## src/rtl/addatone_dac_pkg.sv

```systemverilog
// Shared definitions for the DAC SPI link (transmit side and receive-side model).
//   CMD_CHANNEL_A/B : command bytes selecting the DAC channel
//   SAMPLE_OFFSET   : offset code that corresponds to signed sample 0
//   FRAME_BITS      : bits per frame (CS low period)
//   rx_state_e      : receiver FSM states
//   dac_frame_t     : frame payload {command, offset code}
//   code_to_sample  : offset code -> signed sample with positive saturation
package addatone_dac_pkg;

   localparam int unsigned CMD_W      = 8;
   localparam int unsigned CODE_W     = 16;
   localparam int unsigned FRAME_BITS = CMD_W + CODE_W;
   localparam int unsigned COUNT_W    = 5;

   localparam logic [CMD_W-1:0]  CMD_CHANNEL_A = 8'b0011_0001;
   localparam logic [CMD_W-1:0]  CMD_CHANNEL_B = 8'b0011_0010;
   localparam logic [CODE_W-1:0] SAMPLE_OFFSET = 16'h7FFF;
   localparam logic [CODE_W-1:0] SAMPLE_MAX    = 16'h7FFF;

   typedef enum logic [1:0] {
      ST_IDLE  = 2'd0,
      ST_SHIFT = 2'd1,
      ST_CHECK = 2'd2
   } rx_state_e;

   typedef struct packed {
      logic [CMD_W-1:0]  cmd;
      logic [CODE_W-1:0] code;
   } dac_frame_t;

   // 17-bit subtraction; only code 16'hFFFF lands above +32767 and is clamped.
   function automatic logic [CODE_W-1:0] code_to_sample(input logic [CODE_W-1:0] code);
      logic [CODE_W:0]   diff;
      logic [CODE_W-1:0] result;
      diff = {1'b0, code} - {1'b0, SAMPLE_OFFSET};
      if (!diff[CODE_W] && diff[CODE_W-1]) begin
         result = SAMPLE_MAX;
      end else begin
         result = diff[CODE_W-1:0];
      end
      return result;
   endfunction

endpackage

```

## src/rtl/spi_input_sync.sv

```systemverilog
// Brings the asynchronous SPI pins into the i_Clock domain.
// Ports:
//   clock, reset      : system clock, synchronous active-high reset
//   cs, sck, data     : raw SPI pins
//   cs_rise_c         : combinational strobe, synced CS went 0->1
//   cs_fall_c         : combinational strobe, synced CS went 1->0
//   sck_rise_c        : combinational strobe, synced SCK went 0->1
//   data_sync         : synced data, aligned with the SCK strobe
module spi_input_sync (
   input  logic clock,
   input  logic reset,
   input  logic cs,
   input  logic sck,
   input  logic data,
   output logic cs_rise_c,
   output logic cs_fall_c,
   output logic sck_rise_c,
   output logic data_sync
);

   logic [1:0] cs_meta;
   logic [1:0] sck_meta;
   logic [1:0] data_meta;
   logic       cs_prev;
   logic       sck_prev;

   // CS chain resets low: a CS already low at reset release produces no
   // falling edge, so a half-sent frame is ignored until CS cycles high.
   always_ff @(posedge clock) begin
      if (reset) begin
         cs_meta   <= 2'b00;
         sck_meta  <= 2'b00;
         data_meta <= 2'b00;
         cs_prev   <= 1'b0;
         sck_prev  <= 1'b0;
      end else begin
         cs_meta   <= {cs_meta[0], cs};
         sck_meta  <= {sck_meta[0], sck};
         data_meta <= {data_meta[0], data};
         cs_prev   <= cs_meta[1];
         sck_prev  <= sck_meta[1];
      end
   end

   assign cs_rise_c  =  cs_meta[1]  & ~cs_prev;
   assign cs_fall_c  = ~cs_meta[1]  &  cs_prev;
   assign sck_rise_c =  sck_meta[1] & ~sck_prev;
   assign data_sync  =  data_meta[1];

endmodule

```

## src/rtl/dac_spi_receiver.sv

```systemverilog
// SPI-slave end of the dual-channel DAC link. Decodes 24-bit frames
// {command, offset code}, routes them to channel A/B and converts codes back
// to signed samples. Result pulses appear 4 i_Clock cycles after CS rises.
// Ports:
//   i_Clock, i_Reset           : system clock, synchronous active-high reset
//   i_SPI_CS/Clock/Data        : SPI slave pins (CS active low, SCK idle low)
//   o_Sample_A, o_Sample_B     : last good signed sample per channel
//   o_Valid_A, o_Valid_B       : 1-cycle update pulses
//   o_Pair_Valid               : B frame directly followed a good A frame
//   o_Frame_Error              : wrong bit count or unknown command
//   o_Busy                     : frame in progress
module dac_spi_receiver
   import addatone_dac_pkg::*;
(
   input  logic              i_Clock,
   input  logic              i_Reset,
   input  logic              i_SPI_CS,
   input  logic              i_SPI_Clock,
   input  logic              i_SPI_Data,
   output logic [CODE_W-1:0] o_Sample_A,
   output logic [CODE_W-1:0] o_Sample_B,
   output logic              o_Valid_A,
   output logic              o_Valid_B,
   output logic              o_Pair_Valid,
   output logic              o_Frame_Error,
   output logic              o_Busy
);

   localparam logic [COUNT_W-1:0] COUNT_MAX  = '1;
   localparam logic [COUNT_W-1:0] COUNT_GOOD = COUNT_W'(FRAME_BITS);

   logic cs_rise_c;
   logic cs_fall_c;
   logic sck_rise_c;
   logic data_sync;

   rx_state_e state;
   rx_state_e next_state;

   logic [FRAME_BITS-1:0] shift_reg;
   logic [FRAME_BITS-1:0] shift_next;
   logic [COUNT_W-1:0]    bit_count;
   logic [COUNT_W-1:0]    count_next;
   logic                  pair_flag;
   logic                  pair_next;
   logic [CODE_W-1:0]     sample_a_next;
   logic [CODE_W-1:0]     sample_b_next;
   logic                  valid_a_next;
   logic                  valid_b_next;
   logic                  pair_valid_next;
   logic                  frame_error_next;
   logic                  busy_next;
   dac_frame_t            frame;

   spi_input_sync u_sync (
      .clock      (i_Clock),
      .reset      (i_Reset),
      .cs         (i_SPI_CS),
      .sck        (i_SPI_Clock),
      .data       (i_SPI_Data),
      .cs_rise_c  (cs_rise_c),
      .cs_fall_c  (cs_fall_c),
      .sck_rise_c (sck_rise_c),
      .data_sync  (data_sync)
   );

   assign frame = shift_reg;

   // State register
   always_ff @(posedge i_Clock) begin
      if (i_Reset) begin
         state <= ST_IDLE;
      end else begin
         state <= next_state;
      end
   end

   // Next-state logic; IDLE reacts only to a falling edge, never a level
   always_comb begin
      next_state = state;
      case (state)
         ST_IDLE:  if (cs_fall_c) next_state = ST_SHIFT;
         ST_SHIFT: if (cs_rise_c) next_state = ST_CHECK;
         ST_CHECK: next_state = ST_IDLE;
         default:  next_state = ST_IDLE;
      endcase
   end

   // Datapath and output next values
   always_comb begin
      shift_next       = shift_reg;
      count_next       = bit_count;
      pair_next        = pair_flag;
      sample_a_next    = o_Sample_A;
      sample_b_next    = o_Sample_B;
      valid_a_next     = 1'b0;
      valid_b_next     = 1'b0;
      pair_valid_next  = 1'b0;
      frame_error_next = 1'b0;
      busy_next        = (next_state != ST_IDLE);

      case (state)
         ST_IDLE: begin
            if (cs_fall_c) begin
               shift_next = '0;
               count_next = '0;
            end
         end
         ST_SHIFT: begin
            // An SCK edge coinciding with CS rise belongs to no frame
            if (sck_rise_c && !cs_rise_c) begin
               shift_next = {shift_reg[FRAME_BITS-2:0], data_sync};
               if (bit_count != COUNT_MAX) begin
                  count_next = bit_count + COUNT_W'(1);
               end
            end
         end
         ST_CHECK: begin
            if (bit_count != COUNT_GOOD) begin
               frame_error_next = 1'b1;
               pair_next        = 1'b0;
            end else if (frame.cmd == CMD_CHANNEL_A) begin
               sample_a_next = code_to_sample(frame.code);
               valid_a_next  = 1'b1;
               pair_next     = 1'b1;
            end else if (frame.cmd == CMD_CHANNEL_B) begin
               sample_b_next   = code_to_sample(frame.code);
               valid_b_next    = 1'b1;
               pair_valid_next = pair_flag;
               pair_next       = 1'b0;
            end else begin
               frame_error_next = 1'b1;
               pair_next        = 1'b0;
            end
         end
         default: ;
      endcase
   end

   // Datapath and output registers
   always_ff @(posedge i_Clock) begin
      if (i_Reset) begin
         shift_reg     <= '0;
         bit_count     <= '0;
         pair_flag     <= 1'b0;
         o_Sample_A    <= '0;
         o_Sample_B    <= '0;
         o_Valid_A     <= 1'b0;
         o_Valid_B     <= 1'b0;
         o_Pair_Valid  <= 1'b0;
         o_Frame_Error <= 1'b0;
         o_Busy        <= 1'b0;
      end else begin
         shift_reg     <= shift_next;
         bit_count     <= count_next;
         pair_flag     <= pair_next;
         o_Sample_A    <= sample_a_next;
         o_Sample_B    <= sample_b_next;
         o_Valid_A     <= valid_a_next;
         o_Valid_B     <= valid_b_next;
         o_Pair_Valid  <= pair_valid_next;
         o_Frame_Error <= frame_error_next;
         o_Busy        <= busy_next;
      end
   end

endmodule

```

## config.mk

```make
export PLATFORM = sky130hd
export DESIGN_NAME = dac_spi_receiver
export DESIGN_NICKNAME = d
export VERILOG_FILES = /design/src/rtl/addatone_dac_pkg.sv /design/src/rtl/spi_input_sync.sv /design/src/rtl/dac_spi_receiver.sv
export SDC_FILE = /design/constraint.sdc
export NUM_CORES = 1
export LEC_CHECK = 0
export BUFFER_PORTS_ARGS = -buffer_cell sky130_fd_sc_hd__buf_4
export CORE_ASPECT_RATIO = 1.5
export CORE_MARGIN = 2
export CORE_UTILIZATION = 40
export DETAILED_ROUTE_END_ITERATION = 12
export PLACE_DENSITY = 0.59
export SLEW_MARGIN = 15
export SYNTH_ARGS = -nofsm -noshare
export SYNTH_HDL_FRONTEND = slang
export SYNTH_SLANG_ARGS = --single-unit
```

## constraint.sdc

```tcl
create_clock -name i_Clock -period 2.1 [get_ports i_Clock]
set_clock_uncertainty 0.05 [all_clocks]
set_input_delay 0 -clock i_Clock [delete_from_list [all_inputs] [get_ports i_Clock]]
set_output_delay 0 -clock i_Clock [all_outputs]
set_load 0.03 [all_outputs]
```

==> reports/results.ini, run 1 <==
[critical_path]
reg2reg_from = bit_count[0]
endpoint = bit_count[1]
crit_path_cell_trace = ha_1 -> and3_1 -> ha_1 -> nor3b_2 -> a31oi_1 -> or2_2 -> a22oi_1 -> nor2_1
path_class = flop to flop
worst-r2r-cell-count = 8
arrival_ps = 2110
crit_top_cell = ha_1
critPathLaunch = bit_count[0]
worstPathMaxFanout = 4
crit_path_end_kind = flop
worstPathRequired_ps = 2270
critPathSlowestCell = dfxtp_1
r2r_slack_ps = 170
worst_r2r_endpoint = bit_count[1]
cpPeakStageDelay_ps = 340
cp-start-kind = flop

[cts]
cts_max_level = 3
numCtsBuffers = 9
clk_pin_slew_ps = 60
cts_setup_buffers = 0
clockBufferDepth = 2
clockRootBuffer = clkbuf_16
cts_sinks = 77
clk_latency_ps = 340
cts_tree = done

[routing]
drc = 0
viasPerCell = 5.215
firstDrtPassIters = 4
num_vias = 2738
ant_nets = 0
routed_wl_um = 7137
routedWlPerCell_um = 13.59
drtIter0Drc = 177

[grt]
gr-total-overflow = 0
grt_pass1_vias = 2631
gr-usage-all-layers = 0.1745
grt_max_degree = 50
antenna_found_initial = 0
grt_pass1_wl_um = 12380

[synthesis]
syn-instance-count = 373
synth_cell_types = 48
synth_ff_type = dfxtp_1
yosysWarningCount = 0
ys_ff_latch = 77
synth_edf_count = 0
synth_seq_area_share = 0.4658
netlist_area_um2 = 3309
synth_nets = 382
async_flop_share = 0
synth_area_per_cell_um2 = 8.872

[power]
switching_share = 0.2134
clock_power_share = 0.475
p_switching_mw = 0.6263
peakVddDrop_mv = 0.4363
seqPwrFrac = 0.502
intPower_mw = 2.308
p_comb_frac = 0.023
power_density_nw_per_um2 = 724.2
total_power_mw = 2.935
p_leak_nw = 1.498

[layout]
drive_above_1_share = 0.2238
final_nets = 425
final_cell_mix = dfxtp_1 (77), buf_4 (54), nor2_1 (47)
diodes = 0
final_common_cell = dfxtp_1
design_area_um2 = 4053
syn_to_final_growth_pct = 22.46

[job]
max_cap_viol_count = 0

[timing]
hold_viol = 0
setup_viol = 0
period_share = 0.9209
relSlewSlack = 0.6647
fin_crit_ps = 1934
rsz0062_at_grt = no
tightest_slew_ps = 502.9
drv_slew = 0
setup_tns_ps = 0
setup_ws_ps = 166.2
fmax_ghz = 0.5171

[die]
initial_core_util = 0.4133
num_rows = 40
fp.dieH_um = 115.4
io_pins = 42
die_w_um = 78.27
die-area_um2 = 9032
core_area_um2 = 8008

[placement]
port_buffers = 41
place.gp.congestion = 0.8377
post-place-ws_ps = 132.6
place_area_um2 = 3751
dpl.hpwl_um = 5034

[status]
status = finished, final reports clean

[worst_hold_path]
hold_class = input port to flop

## sequential cells by signal, summed over array words and instances, names as in the netlist
name and cells:
u_sync.cs_meta 2, bit_count 5, u_sync.cs_prev 1, o_Frame_Error 1, o_Valid_A 1, o_Busy 1
o_Sample_B 16, o_Pair_Valid 1, state 2, pair_flag 1, o_Sample_A 16, u_sync.sck_meta 2
u_sync.sck_prev 1, frame 24, o_Valid_B 1, u_sync.data_meta 2
## cells in the mapped netlist, types with 3 or more instances
cell      count  area [µm²]
buf_2         9       45.04
nand3_1      31       155.2
and3_1        3       18.77
a21oi_1      29       145.1
a31oi_1       4       25.02
nand2_1      36       135.1
ha_1          4       50.05
a211oi_1     18       135.1
dfxtp_1      77        1541
or2_2         3       18.77
xnor2_1       6       52.55
nor2b_1      10       62.56
and4_1        4       35.03
nand2b_1      8       50.05
xor2_1        5       43.79
nor3b_1       3       22.52
a211oi_2      3       37.54
clkbuf_2      3       15.01
inv_1         5       18.77
nor2_1       47       176.4
nor3_1        9       45.04
clkbuf_1     12       45.04
o32ai_1       6       52.55
nor4_1        3       18.77
## routing by layer
metal  global-route usage  wire [µm]  vias to the layer above
met5                    0          0                        -
met4              0.07719        147                        0
met3              0.04867        349                       10
met2               0.2977       3589                       68
met1               0.2043       3050                     1250
li1                     -          -                     1410
## area by class of cell
cell class | instances | area (µm²)
Clock buffer | 10 | 239.0
Fill cell | 777 | 3955
Clock inverter | 5 | 27.53
Inverter | 5 | 18.77
Multi-Input combinational cell | 264 | 1619
Sequential cell | 77 | 1541
Tap cell | 105 | 131.4
Timing Repair Buffer | 59 | 475.5
## stage by stage
| stage | hold WS (ps) | std cells | util |
|---|---|---|---|
| floorplan | 29.35 | 373 | - |
| global placement | 167.8 | 507 | 0.4684 |
| detailed placement | 166.4 | 507 | 0.4684 |
| CTS | 59.33 | 525 | 0.5055 |
| global route | 93.01 | 525 | 0.5061 |
| finish | 67.00 | 525 | 0.5061 |
## power groups by stage
stage               Combinational (mW)  Clock (mW)  Sequential [mW]
floorplan                       0.0455           0             1.51
global placement                0.0641           0             1.51
detailed placement              0.0641           0             1.51
CTS                             0.0686        1.43             1.47
global route                    0.0754        1.48             1.47
finish                          0.0681        1.39             1.47
## worst min-delay path by stage
stage                          start                   to  slack (ps)  cells after the start
after floorplan              i_Reset       u_sync.cs_prev          30                      1
after global placement      i_SPI_CS    u_sync.cs_meta[0]         170                      2
after global routing         i_Reset            pair_flag          90                      2
after CTS                    i_Reset       o_Sample_B[15]          60                      2
after detailed placement  i_SPI_Data  u_sync.data_meta[0]         170                      2
final                        i_Reset       o_Sample_B[15]          70                      2
## worst max-delay path, delay by kind of cell, from the launching register on
family	cells	cell delay, ps
simple gates	4	740
fa+ha+maj	2	410
flops	1	340
compound gates	2	270
## what timing repair did
action | in CTS | in global routing
setup endpoints to repair | 0 | 1
hold endpoints to repair | 3 | 0
hold buffers | 3 | 0
gates resized for setup | 0 | 1
## cells by family after synthesis
family / Yosys count / synth area share
AO/OA/AOI/OAI: 70 / 0.1425
AND/OR/NAND/NOR: 177 / 0.2949
buffers and inverters: 32 / 0.04650
adder cells (fa/ha/maj): 4 / 0.01512
XOR/XNOR: 11 / 0.02911
flip-flops: 77 / 0.4658
multiplexers: 2 / 0.006049
No activity file was read; power rests on OpenSTA's default activity.
==> run 2, diff against run 1 <==
--- a/config.mk
+++ b/config.mk
@@ -11,6 +11,7 @@
 export CORE_UTILIZATION = 40
 export DETAILED_ROUTE_END_ITERATION = 12
 export PLACE_DENSITY = 0.59
+export REMOVE_ABC_BUFFERS = 1
 export SLEW_MARGIN = 15
 export SYNTH_ARGS = -nofsm -noshare
 export SYNTH_HDL_FRONTEND = slang
==> reports/results.ini, run 2 (synthesis results as in run 1) <==
[timing]
setup_tns_ps = 0  ; unchanged
hold_viol = 0  ; unchanged
tightest_slew_ps = 745.4  ; was 502.9 ps
setup_viol = 0  ; unchanged
relSlewSlack = 0.5030  ; was 0.6647
drv_slew = 0  ; unchanged
period_share = 0.9564  ; was 0.9209
hold_ws_ps = 155.3  ; was 67.00 ps
setup_ws_ps = 91.64  ; was 166.2 ps
fin_crit_ps = 2008  ; was 1934 ps
fmax_ghz = 0.4979  ; was 0.5171 GHz

[cts]
clk_latency_ps = 340  ; about the same
cts_sinks = 77  ; unchanged
clockRootBuffer = clkbuf_16  ; unchanged
numCtsBuffers = 9  ; unchanged
cts_tree = done  ; unchanged
cts_setup_buffers = 0  ; unchanged
cts_max_level = 3  ; unchanged
clockBufferDepth = 2  ; unchanged
clk_pin_slew_ps = 60  ; about the same

[layout]
fin_cells = 521  ; was 525
design_area_um2 = 4070  ; was 4053 µm²
final_cell_mix = dfxtp_1 (77), buf_4 (51), nor2_1 (47)  ; was dfxtp_1 (77), buf_4 (54), nor2_1 (47)
largest_reg_flops = 24  ; unchanged
final_nets = 422  ; was 425
syn_to_final_growth_pct = 22.99  ; was 22.46%
final_common_cell = dfxtp_1  ; unchanged
final_core_util = 0.5083  ; was 0.5061
diodes = 0  ; unchanged
drive_above_1_share = 0.2163  ; was 0.2238

[power]
peakVddDrop_mv = 0.4402  ; was 0.4363 mV
total_power_mw = 3.104  ; was 2.935 mW
p_leak_nw = 1.497  ; was 1.498 nW
power_density_nw_per_um2 = 762.6  ; was 724.2 nW/µm²

[routing]
drtIter0Drc = 153  ; was 177
num_vias = 2696  ; was 2738
routed_wl_um = 7046  ; was 7137 µm
ant_nets = 0  ; unchanged
viasPerCell = 5.175  ; was 5.215
firstDrtPassIters = 4  ; unchanged
routedWlPerCell_um = 13.52  ; was 13.59 µm
drc = 0  ; unchanged

[job]
max_cap_viol_count = 0  ; unchanged

[die]
core_area_um2 = 8008  ; unchanged
initial_core_util = 0.4133  ; unchanged
num_rows = 40  ; unchanged
io_pins = 42  ; unchanged
fp.dieH_um = 115.4  ; unchanged
die-area_um2 = 9032  ; unchanged
die_w_um = 78.27  ; unchanged

[placement]
post-place-ws_ps = 84.49  ; was 132.6 ps
dp_cells = 504  ; was 507
port_buffers = 41  ; unchanged
dpl.hpwl_um = 4801  ; was 5034 µm
place_area_um2 = 3729  ; was 3751 µm²
place.gp.congestion = 0.7826  ; was 0.8377

[critical_path]
crit_family = simple AND/OR/NAND/NOR gates  ; unchanged
worst_r2r_endpoint = bit_count[4]  ; was bit_count[1]
crit_path_cell_trace = ha_1 -> and3_1 -> ha_1 -> nor3b_2 -> a31oi_2 -> or2_2 -> a22oi_1 -> nor2_1  ; was ha_1 -> and3_1 -> ha_1 -> nor3b_2 -> a31oi_1 -> or2_2 -> a22oi_1 -> nor2_1
worstPathMaxFanout = 4  ; unchanged
worst-r2r-cell-count = 8  ; unchanged
path_buf_inv = 0  ; unchanged
endpoint = bit_count[4]  ; was bit_count[1]
crit_top_cell = ha_1  ; unchanged
worstPathRequired_ps = 2240  ; was 2270 ps
cp-start-kind = flop  ; unchanged
cp.depth = 8  ; unchanged
crit_path_end_kind = flop  ; unchanged
critPathLaunch = bit_count[0]  ; unchanged
arrival_ps = 2150  ; was 2110 ps
cpPeakStageDelay_ps = 330  ; was 340 ps
r2r_slack_ps = 90  ; was 170 ps
reg2reg_from = bit_count[0]  ; unchanged
path_class = flop to flop  ; unchanged
critPathSlowestCell = dfxtp_1  ; unchanged

[grt]
gr-total-overflow = 0  ; unchanged
grt_pass1_vias = 2555  ; was 2631
antenna_found_initial = 0  ; unchanged
gr-usage-all-layers = 0.1690  ; was 0.1745
grt_pass1_wl_um = 12060  ; was 12380 µm
grt_max_degree = 76  ; was 50

[worst_hold_path]
hold_class = input port to flop  ; unchanged

[status]
status = finished, final reports clean  ; unchanged

[run 2: area by class of cell]
cell class | instances | area (µm²)
Multi-Input combinational cell | 264 | 1625
Clock inverter | 1 | 30.03
Timing Repair Buffer | 56 | 452.9
Clock buffer | 13 | 270.3
Sequential cell | 77 | 1541
Inverter | 5 | 18.77
Fill cell | 785 | 3938
Tap cell | 105 | 131.4
[run 2: worst register-to-register path, stage by stage, from the launching register on]
cell,delay [ps]
dfxtp_1,330
ha_1,220
and3_1,190
ha_1,190
nor3b_2,220
a31oi_2,140
or2_2,320
a22oi_1,140
nor2_1,50
[run 2: worst min path at each step]
stage,from,to,slack (ps),cells past startpoint
after floorplan,i_Reset,o_Sample_A[1],10,1
after detailed placement,i_SPI_Data,u_sync.data_meta[0],170,2
after global routing,i_Reset,o_Sample_B[15],180,2
after CTS,i_Reset,o_Sample_B[15],150,2
final,i_Reset,o_Sample_B[15],160,2
after global placement,i_SPI_CS,u_sync.cs_meta[0],170,2
[run 2: what timing repair did]
item,in CTS,in global routing
hold endpoints to repair,3,0
hold buffers,3,0
gates resized for setup,0,2
endpoints found under the setup margin,0,4
[run 2: report_power, final]
| part | internal [mW] | total [mW] | leakage (nW) | switching, mW |
|---|---|---|---|---|
| logic | 0.0235 | 0.0673 | 0.728 | 0.0438 |
| registers | 1.47 | 1.47 | 0.621 | 0.00440 |
| clock network | 1.00 | 1.56 | 0.148 | 0.559 |
| total | 2.50 | 3.10 | 1.50 | 0.607 |
[run 2: layer usage]
metal / up-vias / track usage / part of all wire
li1: 1400 / - / -
met1: 1245 / 0.1923 / 0.42
met3: 8 / 0.04631 / 0.035
met4: 0 / 0.08187 / 0.015
met2: 43 / 0.2920 / 0.53
met5: - / 0 / 0
==> run 3, diff against run 2 <==
--- a/config.mk
+++ b/config.mk
@@ -5,12 +5,13 @@
 export SDC_FILE = /design/constraint.sdc
 export NUM_CORES = 1
 export LEC_CHECK = 0
+export ABC_AREA = 1
 export BUFFER_PORTS_ARGS = -buffer_cell sky130_fd_sc_hd__buf_4
 export CORE_ASPECT_RATIO = 1.5
 export CORE_MARGIN = 2
 export CORE_UTILIZATION = 40
 export DETAILED_ROUTE_END_ITERATION = 12
-export PLACE_DENSITY = 0.59
+export PLACE_DENSITY = 0.58
 export REMOVE_ABC_BUFFERS = 1
 export SLEW_MARGIN = 15
 export SYNTH_ARGS = -nofsm -noshare
==> reports/results.ini, run 3 <==
[status]
status = finished, final reports clean  ; unchanged

[power]
total_power_mw = 3.120  ; was 3.104 mW
p_comb_frac = 0.038  ; was 0.022
seqPwrFrac = 0.485  ; was 0.475
peakVddDrop_mv = 0.4781  ; was 0.4402 mV
intPower_mw = 2.459  ; was 2.497 mW
p_switching_mw = 0.6614  ; was 0.6068 mW
switching_share = 0.2120  ; was 0.1955
power_density_nw_per_um2 = 751.7  ; was 762.6 nW/µm²
p_leak_nw = 1.881  ; was 1.497 nW
clock_power_share = 0.477  ; was 0.503

[cts]
post_cts_resized = 0  ; unchanged
cts_tree = done  ; unchanged
clockBufferDepth = 2  ; unchanged
clk_pin_slew_ps = 50  ; was 60 ps
cts_sinks = 77  ; unchanged
cts_max_level = 3  ; unchanged
numCtsBuffers = 9  ; unchanged
clockRootBuffer = clkbuf_16  ; unchanged
clk_latency_ps = 330  ; was 340 ps

[critical_path]
path_class = flop to flop  ; unchanged
arrival_ps = 1990  ; was 2150 ps
worstPathMaxFanout = 30  ; was 4
crit_path_end_kind = flop  ; unchanged
cp-start-kind = flop  ; unchanged
worstPathRequired_ps = 2280  ; was 2240 ps

[synthesis]
synth.top_cell.area_share = 0.4411  ; was 0.4658
synth_common_cells = nor2_1 (110), dfxtp_1 (77), nand2_1 (65)  ; was dfxtp_1 (77), nor2_1 (47), nand2_1 (36)
synth_seq_area_share = 0.4411  ; was 0.4658
synth_ff_type = dfxtp_1  ; unchanged
ys_ff_latch = 77  ; unchanged
synth_edf_count = 0  ; unchanged
yosysWarningCount = 0  ; unchanged
yosysMostFrequentCell = nor2_1  ; was dfxtp_1
synthTopCellsByArea = dfxtp_1 (44%), nor2_1 (12%), nand2_1 (7.0%), inv_1 (6.2%), nand3_1 (5.6%)  ; was dfxtp_1 (47%), nor2_1 (5.3%), nand3_1 (4.7%), a21oi_1 (4.4%), a211oi_1 (4.1%)
syn-instance-count = 490  ; was 373
yosysTopAreaCell = dfxtp_1  ; unchanged
async_flop_share = 0  ; unchanged
synth_area_per_cell_um2 = 7.132  ; was 8.872 µm²
synth_cell_types = 34  ; was 48
netlist_area_um2 = 3495  ; was 3309 µm²

[routing]
drtIter0Drc = 188  ; was 153
ant_nets = 0  ; unchanged
viasPerCell = 4.702  ; was 5.175
routed_wl_um = 7177  ; was 7046 µm
firstDrtPassIters = 4  ; unchanged
drc = 0  ; unchanged
routedWlPerCell_um = 11.25  ; was 13.52 µm
num_vias = 3000  ; was 2696

[layout]
design_area_um2 = 4151  ; was 4070 µm²
final_nets = 535  ; was 422
final_core_util = 0.4905  ; was 0.5083
largest_reg_flops = 24  ; unchanged
syn_to_final_growth_pct = 18.80  ; was 22.99%
drive_above_1_share = 0.1620  ; was 0.2163
final_common_cell = nor2_1  ; was dfxtp_1
fillers = 861  ; was 785
final_cell_mix = nor2_1 (110), dfxtp_1 (77), nand2_1 (65)  ; was dfxtp_1 (77), buf_4 (51), nor2_1 (47)
fin_cells = 638  ; was 521
diodes = 0  ; unchanged

[timing]
drv_slew = 0  ; unchanged
period_share = 0.8590  ; was 0.9564
rsz0062_at_grt = no
tightest_slew_ps = 799.7  ; was 745.4 ps
setup_tns_ps = 0  ; unchanged
fmax_ghz = 0.5543  ; was 0.4979 GHz
setup_viol = 0  ; unchanged
relSlewSlack = 0.4663  ; was 0.5030
fin_crit_ps = 1804  ; was 2008 ps
hold_viol = 0  ; unchanged

[grt]
gr-usage-all-layers = 0.1657  ; was 0.1690
antenna_found_initial = 0  ; unchanged
grt_pass1_wl_um = 12430  ; was 12060 µm
grt_pass1_vias = 2777  ; was 2555
gr-total-overflow = 0  ; unchanged
grt_max_degree = 48  ; was 76

[placement]
place.gp.congestion = 0.7606  ; was 0.7826
dp_cells = 619  ; was 504
port_buffers = 41  ; unchanged
dpl.hpwl_um = 4711  ; was 4801 µm
place_area_um2 = 3830  ; was 3729 µm²

[die]
fp.dieH_um = 118.5  ; was 115.4 µm
core_area_um2 = 8464  ; was 8008 µm²
die_w_um = 80.32  ; was 78.27 µm
die-area_um2 = 9515  ; was 9032 µm²
initial_core_util = 0.4129  ; was 0.4133
num_rows = 41  ; was 40
io_pins = 42  ; unchanged

[worst_hold_path]
hold_class = input port to flop  ; unchanged

[job]
max_cap_viol_count = 0  ; unchanged

[run 3: worst paths after layout]
check / start / end / slack (ps) / cells after the start
setup / recovery: frame[2] / o_Sample_A[0] / 300 / 10
hold / removal: i_Reset / state[1] / 200 / 3
setup reg to reg: frame[2] / o_Sample_A[0] / 300 / 10
hold reg to reg: u_sync.cs_meta[0] / u_sync.cs_meta[1] / 350 / 2
[run 3: cell families after synthesis]
kind of cell / count (synthesis) / share of synthesized area
XOR/XNOR: 11 / 0.02757
flip-flops: 77 / 0.4411
AND/OR/NAND/NOR: 243 / 0.3051
buffers and inverters: 90 / 0.1156
AO/OA/AOI/OAI: 65 / 0.09631
adder cells (fa/ha/maj): 4 / 0.01432
[run 3: final cells by class]
type	instances	area, µm²	area share
inverters	66	247.7	0.05967
clock buffers	16	291.5	0.07022
well taps	107	133.9	0.03225
flip-flops and latches	77	1541	0.3713
multi-input cells	323	1549	0.3731
repair buffers	49	387.9	0.09343
[run 3: repair_timing]
action | 4_1_cts | 5_1_grt
hold buffers | 3 | 0
buffers inserted | 0 | 0
endpoints found under the hold margin | 3 | 0
[run 3: power groups by stage]
stage	Sequential (mW)	Clock, mW	Combinational, mW
2_1_floorplan	1.54	0	0.0703
5_1_grt	1.52	1.59	0.136
3_5_place_dp	1.54	0	0.115
3_3_place_gp	1.54	0	0.114
6_report	1.51	1.49	0.119
4_1_cts	1.51	1.53	0.120
[run 3: per-layer routing]
layer  global-route usage  wire length, µm
met4              0.09110              184
met5                    0                0
met1               0.1813             3138
met3              0.02748              172
met2               0.2943             3681
[run 3: stage by stage]
stage                     hold WS, ps  setup WS (ps)
after floorplan                 19.07         -423.5
after global placement          153.1          313.3
after detailed placement        161.3          289.4
after CTS                       199.4          277.2
after global routing            230.8          125.4
final                           198.5          296.1
[run 3: worst max-delay path, stage by stage, from the launching register on]
cell and delay (ps):
dfxtp_1 450, nand2_1 100, nor2_2 160, nand2_2 120, nor2_2 120, nand2_1 60, nand3_2 70, buf_4 280
nand3_1 160, nand2_1 90, inv_1 30
